`src/rtl/bit_permute_pkg.sv`:
```
// Shared encodings for the bit permute unit: operation modes and FSM states.
package bit_permute_pkg;

  localparam logic [1:0] MODE_REV   = 2'b00;
  localparam logic [1:0] MODE_ROL   = 2'b01;
  localparam logic [1:0] MODE_ROR   = 2'b10;
  localparam logic [1:0] MODE_BSWAP = 2'b11;

  typedef enum logic [1:0] {
    ST_IDLE = 2'b00,
    ST_RUN  = 2'b01,
    ST_DONE = 2'b10
  } state_e;

endpackage

```
`src/rtl/bit_reverse_n.sv`:
```
// Combinational WIDTH-bit reverse: y[i] = a[WIDTH-1-i].
module bit_reverse_n #(
  parameter int WIDTH = 16
) (
  input  logic [WIDTH-1:0] a,
  output logic [WIDTH-1:0] y
);

  for (genvar i = 0; i < WIDTH; i++) begin : g_rev
    assign y[i] = a[WIDTH-1-i];
  end

endmodule

```
`src/rtl/bit_permute_unit.sv`:
```
// Multi-cycle bit reverse / rotate / byte-swap engine with valid/ready on both sides.
// Build option BIT_PERMUTE_FAST_ROTATE_EN: single-cycle barrel rotate, RUN never entered.
module bit_permute_unit
  import bit_permute_pkg::*;
#(
  parameter int WIDTH = 16,
  parameter int STEP  = 1,
  localparam int AMT_W = $clog2(WIDTH)
) (
  input  logic             clk,
  input  logic             rst_n,
  input  logic             in_valid,
  output logic             in_ready,
  input  logic [WIDTH-1:0] in_data,
  input  logic [1:0]       in_mode,
  input  logic [AMT_W-1:0] in_amt,
  output logic             out_valid,
  input  logic             out_ready,
  output logic [WIDTH-1:0] out_data,
  output logic             out_zero
);

  // One extra bit so STEP == WIDTH is representable.
  localparam logic [AMT_W:0] STEP_L = (AMT_W+1)'(STEP);

  state_e           state_r, state_nx_s;
  logic [WIDTH-1:0] work_r, work_nx_s;
  logic [AMT_W-1:0] rem_r, rem_nx_s;
  logic [1:0]       mode_r, mode_nx_s;
  logic [WIDTH-1:0] out_data_r, res_nx_s;
  logic             out_valid_r, in_ready_r, out_zero_r;
  logic [WIDTH-1:0] rev_s, step_rot_s;
  logic [AMT_W:0]   rem_ext_s, step_s;

  function automatic logic [WIDTH-1:0] rotl(input logic [WIDTH-1:0] x, input logic [AMT_W:0] a);
    logic [2*WIDTH-1:0] d;
    d = {x, x} << a;
    return d[2*WIDTH-1:WIDTH];
  endfunction

  function automatic logic [WIDTH-1:0] rotr(input logic [WIDTH-1:0] x, input logic [AMT_W:0] a);
    logic [2*WIDTH-1:0] d;
    d = {x, x} >> a;
    return d[WIDTH-1:0];
  endfunction

  function automatic logic [WIDTH-1:0] bswap(input logic [WIDTH-1:0] x);
    logic [WIDTH-1:0] r;
    r = {WIDTH{1'b0}};
    for (int k = 0; k < WIDTH/8; k++) begin
      r[8*(WIDTH/8-1-k) +: 8] = x[8*k +: 8];
    end
    return r;
  endfunction

  bit_reverse_n #(.WIDTH(WIDTH)) u_rev (
    .a (in_data),
    .y (rev_s)
  );

  // Rotate amount for this RUN cycle: min(STEP, remaining).
  always_comb begin
    rem_ext_s = {1'b0, rem_r};
    if (rem_ext_s < STEP_L) begin
      step_s = rem_ext_s;
    end else begin
      step_s = STEP_L;
    end
    if (mode_r == MODE_ROR) begin
      step_rot_s = rotr(work_r, step_s);
    end else begin
      step_rot_s = rotl(work_r, step_s);
    end
  end

  // Next-state and datapath decisions; result only changes on entry to DONE.
  always_comb begin
    state_nx_s = state_r;
    work_nx_s  = work_r;
    rem_nx_s   = rem_r;
    mode_nx_s  = mode_r;
    res_nx_s   = out_data_r;
    case (state_r)
      ST_IDLE: begin
        if (in_valid) begin
          mode_nx_s  = in_mode;
          work_nx_s  = in_data;
          rem_nx_s   = in_amt;
          state_nx_s = ST_DONE;
          case (in_mode)
            MODE_REV:   res_nx_s = rev_s;
            MODE_BSWAP: res_nx_s = bswap(in_data);
            MODE_ROL, MODE_ROR: begin
`ifdef BIT_PERMUTE_FAST_ROTATE_EN
              if (in_mode == MODE_ROL) begin
                res_nx_s = rotl(in_data, {1'b0, in_amt});
              end else begin
                res_nx_s = rotr(in_data, {1'b0, in_amt});
              end
`else
              if (in_amt == {AMT_W{1'b0}}) begin
                res_nx_s = in_data;
              end else begin
                state_nx_s = ST_RUN;
              end
`endif
            end
            default: res_nx_s = in_data;
          endcase
        end else begin
          state_nx_s = ST_IDLE;
        end
      end
      ST_RUN: begin
        work_nx_s = step_rot_s;
        rem_nx_s  = rem_r - step_s[AMT_W-1:0];
        if (rem_r == step_s[AMT_W-1:0]) begin
          state_nx_s = ST_DONE;
          res_nx_s   = step_rot_s;
        end else begin
          state_nx_s = ST_RUN;
        end
      end
      ST_DONE: begin
        if (out_ready) begin
          state_nx_s = ST_IDLE;
        end else begin
          state_nx_s = ST_DONE;
        end
      end
      default: state_nx_s = ST_IDLE;
    endcase
  end

  // State, datapath and registered handshake outputs.
  always_ff @(posedge clk or negedge rst_n) begin
    if (!rst_n) begin
      state_r     <= ST_IDLE;
      work_r      <= {WIDTH{1'b0}};
      rem_r       <= {AMT_W{1'b0}};
      mode_r      <= MODE_REV;
      out_data_r  <= {WIDTH{1'b0}};
      out_zero_r  <= 1'b1;
      out_valid_r <= 1'b0;
      in_ready_r  <= 1'b1;
    end else begin
      state_r     <= state_nx_s;
      work_r      <= work_nx_s;
      rem_r       <= rem_nx_s;
      mode_r      <= mode_nx_s;
      out_data_r  <= res_nx_s;
      out_zero_r  <= (res_nx_s == {WIDTH{1'b0}});
      out_valid_r <= (state_nx_s == ST_DONE);
      in_ready_r  <= (state_nx_s == ST_IDLE);
    end
  end

  assign in_ready  = in_ready_r;
  assign out_valid = out_valid_r;
  assign out_data  = out_data_r;
  assign out_zero  = out_zero_r;

endmodule

```
`config.mk`:
```
export PLATFORM = sky130hd
export DESIGN_NAME = bit_permute_unit
export DESIGN_NICKNAME = d
export VERILOG_FILES = /design/src/rtl/bit_permute_pkg.sv /design/src/rtl/bit_reverse_n.sv /design/src/rtl/bit_permute_unit.sv
export SDC_FILE = /design/constraint.sdc
export NUM_CORES = 1
export LEC_CHECK = 0
export ABC_CLOCK_PERIOD_IN_PS = 8630
export CAP_MARGIN = 10
export CORE_MARGIN = 2
export CORE_UTILIZATION = 59
export CTS_CLUSTER_SIZE = 8
export DETAILED_ROUTE_END_ITERATION = 6
export PLACE_DENSITY = 0.86
export SYNTH_ARGS = -nofsm -noshare
export SYNTH_HDL_FRONTEND = slang
export SYNTH_HIERARCHICAL = 1
export SYNTH_SLANG_ARGS = --single-unit
```
`constraint.sdc`:
```
create_clock -name clk -period 8.63 [get_ports clk]
set_clock_uncertainty 0.1 [all_clocks]
set_input_delay 1.726 -clock clk [delete_from_list [all_inputs] [get_ports clk]]
set_output_delay 1.726 -clock clk [all_outputs]
set_load 0.1 [all_outputs]
```
==> summary.md, run 1 <==
Static timing analysis puts the maximum clock frequency at 235 MHz. Summing the areas of all xor and xnor instances in the mapped netlist gives 0% of the synthesized area. Clock-pin slew was measured on the worst setup and hold paths at 0.08 ns. In the post-synthesis netlist, the biggest area contributors are sky130_fd_sc_hd__dfrtp_1 34%, sky130_fd_sc_hd__a21oi_1 7.4%, sky130_fd_sc_hd__nand3_1 5.0%, sky130_fd_sc_hd__buf_4 4.0%, sky130_fd_sc_hd__a32oi_1 3.8%.

For this run, the leading register cell type out of synthesis is sky130_fd_sc_hd__dfrtp_1. The logs give 0 for the final hold violation count and 0 for the residual antenna-violating net count after detailed routing. The number of enable-type register cells in the synthesized netlist came out at 0. In the final routed layout, each cell accounts on average for 20.1 um. Dividing total power by cell area gives a power density of 444 nW/um2. After synthesis, the share of cell area in mux cells is 1.86%.

After floorplanning, the core was sized to cover 5040 um2. The highest fanout seen on the critical path came out at 19. The slowest stage of the critical path belongs to the cell sky130_fd_sc_hd__nor2_1. The horizontal die dimension is 75.7 um.

TritonCTS built the clock tree. The tools report the static leakage as 1.45 nW. Cell with the most instances after synthesis: sky130_fd_sc_hd__a21oi_1. The number of placement rows was 26.

Via count normalized by instance count: 6.83. The clock reaches the later pin of the worst-skew pair after 0.30 ns. Once detailed placement completed, the half-perimeter wirelength came to 6220 um. For the area of the multi-input gates, the log shows 1610 um2. The logs give 3330 um2 for the standard cell area after detailed placement and 6 for the number of warnings reported in the yosys synthesis log. The maximum VDD drop is 0.368 mV, and the wire length reported by the detailed router is 8860 um. The top cell type's share of synthesized area works out to 33.8%. The max-slew headroom at the worst pin was 24.1%; the DRC violations left was 0. Hold-critical path depth: 2. The worst path uses 49.2% of the clock period.

The area fraction in and, or, nand and nor cells after synthesis was 19.2%. The worst-case reg-to-reg path depth was 8; the largest net degree at the start of global routing was 44. Max-cap violations in this run came to 0. The area added between synthesis and finish was 13.5%; the share of the yosys chip area belonging to registers was 35.6%.

For this block, the via count after detailed routing is 3007. For the final antenna diode count, the log shows 0. By startpoint and endpoint, the worst setup path is classified as input port to flip-flop. After routing, the total negative slack on setup checks comes to 0 ns.

Registers take 1080 um2. The number of max-slew violations in the final report was 0. Yosys mapped the design onto 40 distinct sky130hd cell types. STA classifies the critical path startpoint as an input port. In this run the clock root is driven by a sky130_fd_sc_hd__clkbuf_8. Among cell families on the critical path, the largest total delay comes from simple AND/OR/NAND/NOR gates.

Counting buffers and inverters, the worst setup path is 7 cells deep. The violation count after the first detailed-route iteration is 467, and the biggest cell delay along the critical path is 0.89 ns. The arrival time at the worst endpoint was 4.39 ns; the overall overflow remaining after global route was 0. Share of synthesized registers carrying an async set or reset: 100%.

The actual transition at the worst max-transition pin was 1.13 ns; the global placement routability congestion was 0.928. The first global-routing pass estimated 14100 um of wire. For this run, the post-layout net count is 399. The flow ran to the end, and the final reports show no timing, DRC or antenna violations. The floorplan step set the die height to 75.7 um.

The combined buffer and inverter count along the critical path was 1. The average instance in the mapped netlist occupies 8.33 um2. The via count of the first global-routing pass was 2824. Before CTS, the worst setup slack after placement is 4.11 ns. The synthesized netlist devotes 29.7% of its cell area to compound gates. The floorplan step defined a die boundary enclosing 5730 um2. After routing the design area is 3440 um2. The tools report the number of filler cells placed in the layout as 402. Synthesis produced a netlist with a net count of 394.

The initial antenna violation count was 0; the final setup slack of the worst path was 4.38 ns. The initial utilization of the core area, before any placement, comes to 60.1%. The signal on the critical path passes through clkdlybuf4s50_1 -> nand2b_1 -> nor2_1 -> o21ai_0 -> o221ai_1 -> nor4_1 -> and4_1. TritonCTS created 5 clock buffers. Number of buffers added on ports: 44. Cell type contributing the most total cell area after synthesis: sky130_fd_sc_hd__dfrtp_1. For the count of buffers added by post-CTS timing repair for setup, the log shows 0. The worst setup path is captured at a flip-flop.

The share of layout cells above drive strength 1 was 7.30%. Setup repair after global routing left no endpoint under its margin. The logs give 33.0% for the total routing usage reported by global routing and 364 for the cell count after synthesis. Hold is met by 0.463 ns. Setup violations remaining at the end of the flow were counted as 0.

Before antenna repair, the detailed router went through 7 iterations. Required time at the worst-slack endpoint: 8.77 ns. Subtracting the final worst setup slack from the clock period gives 4.25 ns. No sink is reached through more buffers than the 2 on the longest clock path. The number of H-tree branching levels is 2. The worst hold path belongs to the class flip-flop to flip-flop.

The clock drives 43 sinks. Gates resized during post-CTS repair numbered 0. Post-synthesis instance area: 3030 um2. 45 I/O pins were placed.

In this run, post-CTS hold repair placed 0 buffers. After synthesis, the largest family of logic cells by area is compound AO/OA/AOI/OAI gates. By count the netlist is led by 45 x sky130_fd_sc_hd__a21oi_1, 41 x sky130_fd_sc_hd__dfrtp_1, 30 x sky130_fd_sc_hd__clkbuf_1, 30 x sky130_fd_sc_hd__nand3_1, 29 x sky130_fd_sc_hd__inv_1. The synthesis-stage register bit count is 43, and the area share of fa/ha/maj cells after synthesis is 1.65%.
==> through the flow <==
step | cells | total power, W | util, %
after global placement | 431 | 0.00134 | 66.1
final | 440 | 0.00153 | 68.3
after global routing | 440 | 0.00161 | 68.3
after CTS | 439 | 0.00151 | 68.1
after floorplan | 364 | 0.00112 | -
after detailed placement | 431 | 0.00136 | 66.1
==> flip-flops by register name (all words and copies together) (netlist names) <==
register	flops
in_ready	1
out_valid	1
out_zero	1
mode_r	2
rem_r	4
state_r	2
work_r	16
out_data	16
==> worst reg2reg max path: stages, from the launching register on <==
cell,delay (ns)
sky130_fd_sc_hd__dfrtp_1,0.45
sky130_fd_sc_hd__or4_1,0.72
sky130_fd_sc_hd__nand2_1,0.18
sky130_fd_sc_hd__ha_1,0.22
sky130_fd_sc_hd__nand3_1,0.59
sky130_fd_sc_hd__and3_1,0.44
sky130_fd_sc_hd__a221o_1,0.30
sky130_fd_sc_hd__nor4_1,0.38
sky130_fd_sc_hd__and4_1,0.24
==> power by group <==
| group | internal [W] | total, W | leakage, nW | switching, W |
|---|---|---|---|---|
| Combinational | 0.000311 | 0.000979 | 0.879 | 0.000668 |
| Sequential | 0.000299 | 0.000403 | 0.524 | 0.000104 |
| Clock | 0.0000729 | 0.000145 | 0.0505 | 0.0000725 |
| Total | 0.000683 | 0.00153 | 1.45 | 0.000844 |
==> worst paths after layout <==
kind                            startpoint        end  slack (ns)
worst max-delay path              in_valid   out_zero        4.38
worst min-delay path             mode_r[0]  mode_r[0]        0.46
worst max register to register    rem_r[2]   out_zero        4.96
worst min register to register   mode_r[0]  mode_r[0]        0.46
max in group asynchronous            rst_n  work_r[3]        6.35
min in group asynchronous            rst_n   rem_r[0]        1.48
==> metal layers <==
metal	global-route usage, %	wire length (um)	up-vias
li1	-	-	1348
met1	46.0	3450	1416
met5	0	0	-
met4	13.1	262	0
met2	49.0	4130	208
met3	8.86	1020	35
==> kinds of logic (layout without fill, tap and decap cells) <==
group / count (synthesis) / after routing
flip-flops: 43 / 43
adder cells (fa/ha/maj): 4 / 4
AND/OR/NAND/NOR: 106 / 106
multiplexers: 4 / 4
AO/OA/AOI/OAI: 129 / 129
buffers and inverters: 78 / 84
==> layout make-up <==
cell class	count	area share [%]
multi-input combinational	243	46.6
clock inverter	1	0.218
timing repair buffer	47	13.3
clock buffer	7	2.80
inverter	29	3.16
sequential	43	31.3
tap	70	2.54
==> placed cells by master (no fill, tap or decap), types with 2 or more instances in the layout <==
master / Yosys / layout
sky130_fd_sc_hd__and3b_1: 10 / 10
sky130_fd_sc_hd__nor2_1: 10 / 10
sky130_fd_sc_hd__and3_1: 12 / 12
sky130_fd_sc_hd__ha_1: 4 / 4
sky130_fd_sc_hd__nor2b_1: 3 / 3
sky130_fd_sc_hd__nand2_1: 25 / 25
sky130_fd_sc_hd__buf_4: 16 / 3
sky130_fd_sc_hd__nand3_1: 30 / 30
sky130_fd_sc_hd__clkbuf_8: 0 / 7
sky130_fd_sc_hd__o22ai_1: 14 / 14
sky130_fd_sc_hd__nor3b_1: 4 / 4
sky130_fd_sc_hd__nand2b_1: 2 / 2
sky130_fd_sc_hd__clkdlybuf4s50_1: 0 / 43
sky130_fd_sc_hd__a21oi_1: 45 / 45
sky130_fd_sc_hd__o21ai_0: 11 / 11
sky130_fd_sc_hd__inv_1: 29 / 29
sky130_fd_sc_hd__a221oi_1: 2 / 2
sky130_fd_sc_hd__a221o_1: 11 / 11
sky130_fd_sc_hd__o2bb2ai_1: 4 / 4
sky130_fd_sc_hd__a22oi_1: 11 / 11
sky130_fd_sc_hd__o22a_1: 6 / 6
sky130_fd_sc_hd__dfstp_2: 2 / 2
sky130_fd_sc_hd__dfrtp_1: 41 / 41
sky130_fd_sc_hd__a31o_2: 2 / 2
sky130_fd_sc_hd__mux2_4: 3 / 3
sky130_fd_sc_hd__a221oi_2: 2 / 2
sky130_fd_sc_hd__o221ai_1: 4 / 4
sky130_fd_sc_hd__nor4_1: 5 / 4
sky130_fd_sc_hd__a32oi_1: 13 / 13
(Power assumes the default switching activity.)
==> run 2: changes to the inputs <==
ABC_CLOCK_PERIOD_IN_PS = 4200   (was 8630)
CORE_UTILIZATION = 55   (was 59)
PLACE_DENSITY = 0.81   (was 0.86)
clock period = 4.2 ns   (was 8.63 ns; I/O delays follow)
==> run 2 against run 1 <==
Die area up 6.9%. Critical path depth increased by 1. Via count decreased by 0.13%. Sequential power is 100% higher. Largest power group unchanged. Global-route usage shrank 3.2 points. Hold slack got worse by 0.023 ns. Register-to-register slack got worse by 4.0 ns. Utilization is 4.0 points lower. Setup slack lost 3.6 ns. Critical path type unchanged. Largest cell class unchanged.
==> summary.md, run 2 (synthesis gave the netlist of run 1 again) <==
The repair_antennas step left the layout with diodes totalling 0. The run gives 44.3% as the fraction of met2 tracks used by global routing. Setup violations remaining at the end of the flow were counted as 0. Using the TritonRoute via totals, the vias-per-cell ratio works out to 6.73. The tools report the wire length of the first global-routing pass as 14400 um.

From left edge to right edge, the die measures 78.2 um. Clock tree synthesis inserted a total of 5 buffers. After global routing, the most crowded layer is met2.

The via count of the first global-routing pass is 2836, and the residual antenna-violating net count after detailed routing is 0. The wire length reported by the detailed router is 8870 um. Entering global routing, the biggest net connects 44 pins.

The share of layout cells above drive strength 1 works out to 8.02%. TritonCTS built the clock tree. After the first detailed-routing iteration, the DRC count stood at 451.

The logs give 0.700 mV for the maximum VDD drop and 5410 um2 for the core area. Worst-case register-to-register setup slack: 1.01 ns. The required time at the worst-slack endpoint was 4.35 ns; the share of the clock period used by the worst path was 81.9%. The tool flagged a number of max-cap violations equal to 0. The initialized floorplan defines 27 standard-cell rows. The die outline height works out to 78.2 um. The longest clock path from root to sink contains 2 buffers. The destination of the worst register-to-register timing path was out_zero. The tools report the source of the worst register-to-register timing path as rem_r[2]. The number of instances in the placed design is 438, and the clock period minus worst slack is 3.44 ns. Data on the critical path arrives at its endpoint at 3.59 ns. Global routing consumed, over all layers together, 29.7% of the routing resources. Measured against its own limit, the worst slew margin works out to 25.3%. The post-DP HPWL was 6010 um; the initial standard-cell utilization of the core was 56.1%.

In this run the most critical hold path is launched from mode_r[0]. Overall via count from detail_route: 3003. The number of setup buffers added after CTS is 0. Buffers placed on the I/O ports in this run total 44. The logs give 0 for the final hold violation count and 0 for the count of hold buffers inserted by post-cts repair. The initial antenna violation count was 0; the sum of negative setup slack was 0 ns. For this run, the detailed router's first-pass iteration total came to 6.

Setup repair after global routing left no endpoint under its margin. The global placement routability congestion is 0.896. The run finished with clean final reports. Relative to the synthesized area, the layout overhead comes to 14.5%.

STA classifies the critical path startpoint as an input port. For the post-CTS resize count, the log shows 0. The logs give 43.0% for the met1 usage in global routing and 0 for the DRC violations left. The cell sitting at the root of the clock tree is a sky130_fd_sc_hd__clkbuf_8. At the pin with the least slew margin, the transition time is 1.12 ns. The boundary pin count came out at 45.

Fmax: 291 MHz. Dividing the detail-routed wire length by the instance count gives 19.9 um. The overall overflow remaining after global route came out at 0. Tracing the worst setup path back leads to its startpoint at in_mode[0]. Worst min-delay path category: flip-flop to flip-flop. Once layout is complete, the cells apart from fillers number 446. Hold-critical path depth: 2. The start-to-end type of the worst setup path was input port to flip-flop. For the worst flop-to-flop path, the logic depth is 9.

STA classifies the critical path endpoint as a flip-flop. Worst-case hold path end point: mode_r[0]. Clock slew seen by the registers of the worst setup and hold paths: 0.09 ns.

For this design the static power due to leakage is 1.47 nW. The area of the die is 6120 um2, and the final net count is 403. Dividing total power by cell area gives a power density of 908 nW/um2.

The number of H-tree branching levels came out at 2. The most common cell after layout, fill and taps aside was sky130_fd_sc_hd__a21oi_1. The logs give 5.17% for the global-route met3 utilization and 0 for the number of max-slew violations in the final report. The library cells used most frequently in the layout, excluding fill and tap cells, are 45 x sky130_fd_sc_hd__a21oi_1, 43 x sky130_fd_sc_hd__clkdlybuf4s50_1, 41 x sky130_fd_sc_hd__dfrtp_1, 30 x sky130_fd_sc_hd__nand3_1, 29 x sky130_fd_sc_hd__inv_1. The highest fanout seen on the critical path is 29. The tools report the clock sink total as 43.

For the insertion delay to the later sink of the worst-skew pair, the log shows 0.30 ns.
[run 2: changes by cell type in the layout (fill, tap and decap cells not counted), sizes merged]
cell | before | now
buf | 4 | 8
clkinvlp | 1 | 0
clkbuf | 7 | 8
[run 2: layout make-up]
| class | instances | area, um2 |
|---|---|---|
| Fill cell | 474 | 1930 |
| Multi-Input combinational cell | 243 | 1610 |
| Sequential cell | 43 | 1080 |
| Timing Repair Buffer | 51 | 488 |
| Inverter | 29 | 109 |
| Clock buffer | 8 | 100 |
| Tap cell | 72 | 90.1 |
[run 2: power breakdown]
group	leakage [nW]	total, W	internal, W	switching, W
sequential	0.524	0.000821	0.000615	0.000206
clock	0.0515	0.000299	0.000150	0.000149
combinational	0.898	0.00203	0.000652	0.00138
total	1.47	0.00315	0.00142	0.00173
[run 2: worst max-delay path by stage]
| stage | slack (ns) | to |
|---|---|---|
| CTS | 0.84 | out_zero |
| detailed placement | 0.51 | out_zero |
| global route | 0.60 | out_zero |
| global placement | 0.54 | out_zero |
| floorplan | 1.44 | out_zero |
| finish | 0.76 | out_zero |
[run 2: stage by stage]
step                worst slack [ns]  area, um2  hold slack (ns)  power, W  util, %
finish                         0.760       3470            0.440   0.00315     64.2
global route                   0.605       3470            0.465   0.00331     64.2
CTS                            0.836       3470            0.428   0.00311     64.2
detailed placement             0.514       3370            0.410   0.00281     62.4
global placement               0.539       3370            0.406   0.00279     62.4
floorplan                       1.44       3030            0.363   0.00230        -
[run 2: worst max-delay path, stage by stage]
cell	delay, ns
sky130_fd_sc_hd__clkdlybuf4s50_1	0.43
sky130_fd_sc_hd__inv_1	0.08
sky130_fd_sc_hd__ha_1	0.82
sky130_fd_sc_hd__inv_1	0.23
sky130_fd_sc_hd__o21ai_0	0.23
sky130_fd_sc_hd__o221ai_1	0.17
sky130_fd_sc_hd__nor4_1	0.52
sky130_fd_sc_hd__and4_1	0.26
[run 2: layer usage]
layer	vias up	wire (um)
met5	-	0
met2	208	4020
met4	0	243
li1	1358	-
met1	1412	3770
met3	25	840
